===== src/rtl/if_stage_if.sv =====
// Byte-wide instruction memory port between the fetch stage and the memory arbiter.
//   mem_req  : byte read request (driven by fetch)
//   mem_addr : byte address of the request, 0 when idle (driven by fetch)
//   mem_din  : byte returned one cycle after its request (driven by memory)
//   mem_busy : data-side access owns memory, no fetch issue allowed (driven by memory)
interface if_stage_if;
  logic        mem_req;
  logic [31:0] mem_addr;
  logic [7:0]  mem_din;
  logic        mem_busy;

  modport master (output mem_req, output mem_addr, input mem_din, input mem_busy);
  modport slave  (input mem_req, input mem_addr, output mem_din, output mem_busy);
endinterface


===== src/rtl/if_stage.sv =====
// Instruction fetch stage: assembles a 32-bit little-endian word from four byte
// reads, presents it to decode with pc/ins_valid, and handles redirects.
// Ports:
//   clk_in      : clock, all state changes on rising edge
//   rst_in      : synchronous active-high reset
//   rdy_in      : global enable, 0 freezes all state and suppresses requests
//   jump_flag   : redirect request from execute (highest priority)
//   jump_target : redirect PC, bits [1:0] ignored
//   stall_in    : decode busy, the held word is not accepted this cycle
//   mem         : byte memory port (master side)
//   pc          : address of the current instruction
//   ins         : assembled instruction word
//   ins_valid   : ins/pc valid for decode
module if_stage (
  input  logic        clk_in,
  input  logic        rst_in,
  input  logic        rdy_in,
  input  logic        jump_flag,
  input  logic [31:0] jump_target,
  input  logic        stall_in,
  if_stage_if.master  mem,
  output logic [31:0] pc,
  output logic [31:0] ins,
  output logic        ins_valid
);
  localparam int unsigned XLEN           = 32;
  localparam int unsigned CNT_W          = 3;
  localparam int unsigned BYTES_PER_WORD = 4;

  typedef enum logic {ST_FETCH = 1'b0, ST_VALID = 1'b1} state_t;

  state_t            state_q, state_d;
  logic [XLEN-1:0]   pc_q, pc_d;
  logic [XLEN-1:0]   ins_q, ins_d;
  logic              ins_valid_q, ins_valid_d;
  logic [CNT_W-1:0]  issue_cnt_q, issue_cnt_d;
  logic [CNT_W-1:0]  recv_cnt_q, recv_cnt_d;
  logic              pending_q, pending_d;
  logic              issue_c;

  // A byte request goes out only while fetching, enabled, and with memory free.
  assign issue_c = rdy_in && !rst_in && !jump_flag && !mem.mem_busy &&
                   (state_q == ST_FETCH) &&
                   (issue_cnt_q < CNT_W'(BYTES_PER_WORD));

  assign mem.mem_req  = issue_c;
  assign mem.mem_addr = issue_c ? (pc_q + XLEN'(issue_cnt_q)) : '0;

  // Next-state logic; everything holds when rdy_in is low.
  always_comb begin
    state_d     = state_q;
    pc_d        = pc_q;
    ins_d       = ins_q;
    ins_valid_d = ins_valid_q;
    issue_cnt_d = issue_cnt_q;
    recv_cnt_d  = recv_cnt_q;
    pending_d   = pending_q;

    if (rdy_in) begin
      if (jump_flag) begin
        // Redirect wins over capture/accept; an in-flight byte is dropped.
        state_d     = ST_FETCH;
        pc_d        = {jump_target[XLEN-1:2], 2'b00};
        ins_valid_d = 1'b0;
        issue_cnt_d = '0;
        recv_cnt_d  = '0;
        pending_d   = 1'b0;
      end else begin
        unique case (state_q)
          ST_FETCH: begin
            // Capture is independent of mem_busy: the byte was already issued.
            if (pending_q) begin
              ins_d[{recv_cnt_q[1:0], 3'b000} +: 8] = mem.mem_din;
              recv_cnt_d = recv_cnt_q + CNT_W'(1);
            end
            pending_d = issue_c;
            if (issue_c) begin
              issue_cnt_d = issue_cnt_q + CNT_W'(1);
            end
            if (recv_cnt_d == CNT_W'(BYTES_PER_WORD)) begin
              state_d     = ST_VALID;
              ins_valid_d = 1'b1;
            end
          end
          ST_VALID: begin
            if (!stall_in) begin
              state_d     = ST_FETCH;
              pc_d        = pc_q + XLEN'(BYTES_PER_WORD);
              ins_valid_d = 1'b0;
              issue_cnt_d = '0;
              recv_cnt_d  = '0;
              pending_d   = 1'b0;
            end
          end
          default: state_d = ST_FETCH;
        endcase
      end
    end
  end

  // State registers with synchronous reset.
  always_ff @(posedge clk_in) begin
    if (rst_in) begin
      state_q     <= ST_FETCH;
      pc_q        <= '0;
      ins_q       <= '0;
      ins_valid_q <= 1'b0;
      issue_cnt_q <= '0;
      recv_cnt_q  <= '0;
      pending_q   <= 1'b0;
    end else begin
      state_q     <= state_d;
      pc_q        <= pc_d;
      ins_q       <= ins_d;
      ins_valid_q <= ins_valid_d;
      issue_cnt_q <= issue_cnt_d;
      recv_cnt_q  <= recv_cnt_d;
      pending_q   <= pending_d;
    end
  end

  assign pc        = pc_q;
  assign ins       = ins_q;
  assign ins_valid = ins_valid_q;
endmodule


===== src/flat_wrapper.sv =====
// flat-port wrapper written by rule: the top's interface ports become plain ports
module if_stage_flat 
  (clk_in, rst_in, rdy_in, jump_flag, jump_target, stall_in, pc, ins, ins_valid, mem_mem_req, mem_mem_addr, mem_mem_din, mem_mem_busy);
  if_stage_if mem_i ();
  input  logic clk_in;
  input  logic rst_in;
  input  logic rdy_in;
  input  logic jump_flag;
  input  logic [31:0] jump_target;
  input  logic stall_in;
  output logic [31:0] pc;
  output logic [31:0] ins;
  output logic ins_valid;
  output wire logic [$bits(mem_i.mem_req)-1:0] mem_mem_req;
  output wire logic [$bits(mem_i.mem_addr)-1:0] mem_mem_addr;
  input wire logic [$bits(mem_i.mem_din)-1:0] mem_mem_din;
  input wire logic [$bits(mem_i.mem_busy)-1:0] mem_mem_busy;
  assign mem_mem_req = mem_i.mem_req;
  assign mem_mem_addr = mem_i.mem_addr;
  assign mem_i.mem_din = mem_mem_din;
  assign mem_i.mem_busy = mem_mem_busy;
  if_stage u_core (.clk_in(clk_in), .rst_in(rst_in), .rdy_in(rdy_in), .jump_flag(jump_flag), .jump_target(jump_target), .stall_in(stall_in), .mem(mem_i), .pc(pc), .ins(ins), .ins_valid(ins_valid));
endmodule

===== config.mk =====
export PLATFORM = sky130hd
export DESIGN_NAME = if_stage_flat
export DESIGN_NICKNAME = d
export VERILOG_FILES = /design/src/rtl/if_stage_if.sv /design/src/rtl/if_stage.sv /design/src/flat_wrapper.sv
export SDC_FILE = /design/constraint.sdc
export NUM_CORES = 1
export LEC_CHECK = 0
export CELL_PAD_IN_SITES_DETAIL_PLACEMENT = 1
export CELL_PAD_IN_SITES_GLOBAL_PLACEMENT = 1
export CORE_MARGIN = 2
export CORE_UTILIZATION = 32
export DETAILED_ROUTE_END_ITERATION = 10
export PLACE_DENSITY_LB_ADDON = 0.25
export SLEW_MARGIN = 30
export SYNTH_ARGS = -nofsm -noshare
export SYNTH_HDL_FRONTEND = slang
export SYNTH_SLANG_ARGS = --single-unit
export TNS_END_PERCENT = 20

===== constraint.sdc =====
create_clock -name clk_in -period 3.1 [get_ports clk_in]
set_input_delay 0.775 -clock clk_in [delete_from_list [all_inputs] [get_ports clk_in]]
set_output_delay 0.775 -clock clk_in [all_outputs]
set_load 0.05 [all_outputs]

==> results.py, run 1 <==
metrics = {
    "run_status": {
        "status": "finished, violations left",
        "violations": "negative setup slack",
    },
    "placement": {
        "io_buffers": 139,
        "post-place-ws_ps": -368,
        "hpwlAfterDp_um": 12300,
        "gp_congestion": 0.866,
    },
    "timing": {
        "setup_ws_ps": -94.2,
        "finalMaxSlewViolations": 0,
        "fin_crit_ps": 3190,
        "post-route-period-util": 1.03,
        "relSlewSlack": 0.401,
        "finalHoldViolCount": 0,
        "max_freq_mhz": 313,
        "rsz0062_at_grt": "true",
        "worst_pin_slew_ps": 897,
        "skew_ps": 9.24,
        "finalSetupViolCount": 8,
    },
    "cts": {
        "cts_buffers": 9,
        "h-tree-depth": 3,
        "path_clk_slew_ps": 60,
        "clock_latency_ps": 340,
        "clockRootBuffer": "clkbuf_16",
        "clock_path_buffers": 2,
        "hold_buffers": 0,
        "cts_sinks": 71,
        "cts_tree": "yes",
    },
    "synth": {
        "seq_area_frac_synth": 0.330,
        "netlist_area_um2": 4310,
        "synth_top_area_cell": "dfxtp_1",
        "yosysWarnings": 0,
        "syn_area_per_cell_um2": 7.33,
        "synthCells": 588,
        "synth_cell_types": 47,
        "synth_edf_count": 0,
        "synthFlopType": "dfxtp_1",
        "synth_area_leaders": "dfxtp_1, nand2_1, a21oi_1, nand3_1, nor2_1",
        "async_flop_share": 0,
        "synth-seq-cells": 71,
        "synth_top_area_share": 0.330,
    },
    "job": {
        "cap_violations": 0,
    },
    "floorplan": {
        "start_util": 0.327,
        "ios": 144,
        "die_area_um2": 14400,
        "dieHeight_um": 120,
        "std_cell_rows": 42,
        "die_w_um": 120,
        "core_area_um2": 13200,
    },
    "final_layout": {
        "area_delta_synth_final_pct": 66.5,
        "fill_cells": 1511,
        "utilization": 0.544,
        "fin_nets": 789,
        "diodes": 0,
        "drive_gt1_frac": 0.234,
    },
    "setup_path": {
        "crit_family": "simple AND/OR/NAND/NOR gates",
        "critPathSlowestCell": "or4_4",
        "cpMostUsedCell": "buf_12",
        "worstSetupPathType": "flop to primary output",
        "crit_path_max_incr_delay_ps": 590,
        "crit_buf_inv": 2,
        "reg2regPathDepth": 5,
        "end_kind": "primary output",
        "arrival_ps": 2420,
        "path_depth": 8,
        "critical_path_required_ps": 2320,
        "cp_max_fo": 4,
        "worstSetupStartpointType": "flop",
        "crit_chain": "ha_4, nand4_1, or4_4, buf_12, nor4_4, xnor2_2, nor2_4, buf_12",
    },
    "power": {
        "power_w": 0.00238,
        "ir_worst_vdd_v": 0.000259,
        "cellPowerDensity_nw_per_um2": 332,
        "leakagePower_nw": 2.39,
    },
    "worst_hold_path": {
        "hp-class": "flop to flop",
        "hold_depth": 2,
    },
    "global_route": {
        "antenna_found_initial": 0,
        "use_met1": 0.332,
        "grtUsageMet2": 0.397,
        "met3_usage": 0.0394,
        "grt.busiest_layer": "met2",
        "grt_usage": 0.246,
        "first_global_vias": 5127,
        "grt_pass1_wl_um": 27900,
        "grt_max_degree": 65,
        "grt_remaining_overflow": 0,
    },
    "route": {
        "vias": 5044,
        "first_pass_iters": 4,
        "ant_nets": 0,
        "vias_per_cell": 5.51,
        "drc_errors": 0,
        "wl_per_cell_um": 19.6,
        "wl_um": 17900,
        "drt_iter0_drc": 282,
    },
}
sequential cells by signal, indices dropped and copies added (netlist names):
register,cells
u_core.pc,30
u_core.issue_cnt_q,3
u_core.recv_cnt_q,3
u_core.pending_q,1
u_core.ins_valid,1
u_core.state_q,1
u_core.ins,32
layout make-up:
type	instances	area (um2)	share of cell area
multi-input cells	453	3000	0.418
flip-flops and latches	71	1440	0.200
well taps	176	220	0.0307
clock buffers	10	229	0.0319
clock inverters	6	46.3	0.00645
repair buffers	188	2200	0.306
inverters	11	41.3	0.00575
Yosys cell counts (3+ instances only):
cell and n:
a21oi_1 55, and3_1 10, nor4_1 7, buf_4 4, mux2i_1 6, a22oi_1 4, a21o_1 3, clkbuf_1 33
and2_1 7, nor3b_1 5, nor2b_1 3, dfxtp_1 71, or3_1 7, inv_1 10, a31oi_1 10, o22ai_1 5
o41ai_1 5, nand2_1 76, o21ai_0 19, a32oi_1 4, xnor2_1 17, xor2_1 10, nor3_1 11, nor2_1 60
or4_1 6, and4_1 6, o31ai_1 7, ha_1 9, a32o_1 6, o211ai_1 6, nand3_1 55, buf_2 17
nand4_1 13
cells in the final DEF (no fill, tap or decap), types with 5 or more instances in the layout:
cell type          n
clkdlybuf4s50_1  102
nand2_1           75
dfxtp_1           59
nand3_1           55
a21oi_1           51
buf_4             40
buf_12            37
nor2_1            36
nor2_4            24
o21ai_0           16
xnor2_1           14
nand4_1           13
dfxtp_2           11
inv_1             10
and3_1            10
a31oi_1           10
clkbuf_16          9
xor2_1             8
ha_1               8
o31ai_1            7
and4_1             6
nor3_1             6
o211ai_1           6
a32o_1             6
mux2i_1            6
nor4_1             5
o41ai_1            5
o22ai_1            5
kinds of logic (layout without fill, tap and decap cells):
| kind of cell | count (synthesis) | after routing | synth area share |
|---|---|---|---|
| flip-flops | 71 | 71 | 0.330 |
| AO/OA/AOI/OAI | 135 | 135 | 0.196 |
| AND/OR/NAND/NOR | 274 | 274 | 0.314 |
| XOR/XNOR | 27 | 27 | 0.0548 |
| buffers and inverters | 65 | 215 | 0.0650 |
| adder cells (fa/ha/maj) | 9 | 9 | 0.0261 |
| other | 1 | 2 | 0.000870 |
| multiplexers | 6 | 6 | 0.0139 |
worst paths after layout:
kind | startpoint | end | slack [ps]
hold / removal | u_core.ins[5] | u_core.ins[5] | 450
setup / recovery | u_core.pc[2] | mem_mem_addr[22] | -90
setup reg to reg | u_core.pc[16] | u_core.pc[26] | 760
hold reg to reg | u_core.ins[5] | u_core.ins[5] | 450
timing repair:
item,CTS,global route
hold endpoints to repair,0,0
pin swaps,14,10
cloned,3,0
endpoints found under the setup margin,33,33
setup buffers,6,5
resized for setup,27,21
worst register-to-register path, stage by stage, from the launching register on:
cell and delay, ps:
dfxtp_1 540, nand4_2 370, or4_4 700, or3_1 330, a21o_1 190, a31oi_1 150
through the flow:
| stage | hold slack, ps | TNS, ps | area [um2] | instances |
|---|---|---|---|---|
| after floorplan | 455 | -1440 | 4600 | 589 |
| after global placement | 438 | -9750 | 6550 | 886 |
| after detailed placement | 447 | -10020 | 6550 | 886 |
| after CTS | 457 | -2770 | 7050 | 911 |
| after global routing | 472 | -897 | 7180 | 915 |
| final | 454 | -400 | 7180 | 915 |
report_power, final:
| part | internal, W | total [W] | leakage [nW] | switching, W |
|---|---|---|---|---|
| Clock | 0.000546 | 0.000972 | 0.129 | 0.000427 |
| Sequential | 0.000936 | 0.000980 | 0.581 | 0.0000433 |
| Combinational | 0.000172 | 0.000432 | 1.68 | 0.000260 |
| Total | 0.00165 | 0.00238 | 2.39 | 0.000730 |
metal layers:
layer	routed length [um]	up-vias	share of wire
met5	0	-	0
met4	303	0	0.017
met3	879	23	0.049
met2	8560	168	0.48
met1	8160	2459	0.46
li1	-	2394	-
Note: power is estimated with default switching activity, not from simulation.
==> inputs of run 2 (changes only) <==
--- a/config.mk
+++ b/config.mk
@@ -8,7 +8,8 @@
 export CELL_PAD_IN_SITES_DETAIL_PLACEMENT = 1
 export CELL_PAD_IN_SITES_GLOBAL_PLACEMENT = 1
 export CORE_MARGIN = 2
-export CORE_UTILIZATION = 32
+export CORE_UTILIZATION = 33
+export CTS_BUF_LIST = sky130_fd_sc_hd__clkbuf_8
 export DETAILED_ROUTE_END_ITERATION = 10
 export PLACE_DENSITY_LB_ADDON = 0.25
 export SLEW_MARGIN = 30
==> run 2 against run 1 <==
Net effect:
- the run still ends with negative setup slack left
- utilization is 0.54 points higher
- sequential power is 0.6% lower
- hold slack worse by 2.4 ps
- sequential share of layout area is 0.56 points higher
- register-to-register slack worse by 90 ps
- first-iteration DRC count is 38% higher
- clock skew hardly changed
- critical path type is now input port to primary output
==> results.py, run 2 (synthesis gave the netlist of run 1 again) <==
metrics = {
    "setup_path": {
        "crit_chain": "buf_6, or3b_4, or4_4, buf_12, nor3_4, buf_12",
        "end_kind": "primary output",
        "r2r_setup_slack_ps": 670,
        "reg2regPathDepth": 6,
        "worstSetupStartpointType": "input port",
        "arrival_ps": 2450,
        "r2r-end": "u_core.pc[26]",
        "crit_path_max_incr_delay_ps": 680,
        "worstSetupPathType": "input port to primary output",
        "worstReg2RegStart": "u_core.pc[15]",
        "cpMostUsedCell": "buf_12",
        "critPathSlowestCell": "or4_4",
        "cp_max_fo": 6,
        "critical_path_required_ps": 2320,
    },
    "timing": {
        "post-route-period-util": 1.04,
        "worst_pin_slew_ps": 908,
        "fin_crit_ps": 3230,
        "skew_ps": 8.85,
        "finalHoldViolCount": 0,
        "setup_ws_ps": -127,
        "finalMaxSlewViolations": 0,
        "max_freq_mhz": 310,
        "whs_ps": 451,
        "finalSetupViolCount": 32,
        "relSlewSlack": 0.393,
        "rsz0062_at_grt": "true",
    },
    "route": {
        "vias": 5128,
        "ant_nets": 0,
        "wl_per_cell_um": 19.9,
        "vias_per_cell": 5.65,
        "drt_iter0_drc": 389,
        "wl_um": 18100,
        "first_pass_iters": 5,
        "drc_errors": 0,
    },
    "final_layout": {
        "area_delta_synth_final_pct": 61.5,
        "final_cell_mix": "clkdlybuf4s50_1, nand2_1, dfxtp_1",
        "fin_cells": 907,
        "fin_nets": 784,
        "utilization": 0.550,
        "largest_register_ffs": 32,
        "final_common_cell": "clkdlybuf4s50_1",
        "drive_gt1_frac": 0.222,
        "fill_cells": 1531,
    },
    "power": {
        "leakagePower_nw": 2.26,
        "cellPowerDensity_nw_per_um2": 307,
        "power_w": 0.00214,
        "ir_worst_vdd_v": 0.000153,
    },
    "placement": {
        "hpwlAfterDp_um": 12600,
        "gp_congestion": 0.885,
        "dp_cells": 881,
        "post-place-ws_ps": -558,
        "io_buffers": 139,
    },
    "floorplan": {
        "die_area_um2": 14000,
        "ios": 144,
        "start_util": 0.340,
        "core_area_um2": 12700,
        "die_w_um": 118,
        "dieHeight_um": 118,
        "std_cell_rows": 41,
    },
    "cts": {
        "clockRootBuffer": "clkbuf_8",
        "hold_buffers": 0,
        "cts_tree": "yes",
        "cts_sinks": 71,
        "path_clk_slew_ps": 90,
        "cts_buffers": 9,
        "clock_path_buffers": 2,
        "h-tree-depth": 3,
        "clock_latency_ps": 370,
    },
    "worst_hold_path": {
        "min-delay-start": "u_core.ins[2]",
        "hold_depth": 2,
        "whs_endpoint": "u_core.ins[2]",
        "hp-class": "flop to flop",
    },
    "global_route": {
        "antenna_found_initial": 1,
        "first_global_vias": 5238,
        "grt_max_degree": 65,
        "grt_usage": 0.251,
        "grt_pass1_wl_um": 28300,
        "grt_remaining_overflow": 0,
    },
    "run_status": {
        "status": "finished, violations left",
        "violations": "negative setup slack",
    },
    "job": {
        "cap_violations": 0,
    },
}
run 2: cell count changes in the layout (fill, tap and decap cells not counted), moves of 3 or more:
cell and change:
dfxtp_1 +3, clkbuf_16 -9, dfxtp_2 -3, clkbuf_8 +9
run 2: critical path, delay by kind of cell:
kind / cells / cell delay (ps)
buffers and inverters: 3 / 460
and+or+nand+nor: 3 / 1200
run 2: worst max-delay path by stage:
stage                          start          endpoint  slack, ps  cells past startpoint
5_1_grt        u_core.issue_cnt_q[2]  mem_mem_addr[16]       -180                      6
2_1_floorplan              jump_flag  mem_mem_addr[10]       -100                      6
3_5_place_dp                  rdy_in  mem_mem_addr[10]       -560                      6
3_3_place_gp                  rdy_in  mem_mem_addr[10]       -520                      6
6_report                   jump_flag  mem_mem_addr[10]       -130                      6
4_1_cts        u_core.issue_cnt_q[2]  mem_mem_addr[24]       -150                      7
run 2: cell type report:
class                      instances  area, um2  area share
multi-input combinational        454       2970       0.427
antenna                            1       2.50    0.000359
clock buffer                       9        124      0.0178
clock inverter                     7       65.1     0.00934
sequential                        71       1440       0.206
inverter                          11       41.3     0.00593
tap                              172        215      0.0309
timing repair buffer             182       2110       0.303
run 2: repair_timing:
item | in CTS | in global routing
endpoints found under the setup margin | 33 | 33
gates cloned | 2 | 1
buffers inserted | 1 | 6
hold endpoints to repair | 0 | 0
resized for setup | 17 | 20
pin swaps | 7 | 11
run 2: routing by layer:
layer	routed length, um	track usage	part of all wire	up-vias
met4	325	0.0670	0.018	0
li1	-	-	-	2385
met5	0	0	0	-
met3	960	0.0531	0.053	24
met1	8020	0.324	0.44	2546
met2	8740	0.424	0.48	173
run 2: where the power goes:
| group | leakage [nW] | switching (W) | internal, W |
|---|---|---|---|
| Clock | 0.0943 | 0.000421 | 0.000310 |
| Combinational | 1.59 | 0.000263 | 0.000171 |
| Sequential | 0.580 | 0.0000392 | 0.000935 |
run 2: metrics by stage:
stage	TNS (ps)	area [um2]
floorplan	-1440	4600
global placement	-14740	6540
detailed placement	-15770	6540
CTS	-1760	6830
global route	-3520	6960
finish	-2310	6960
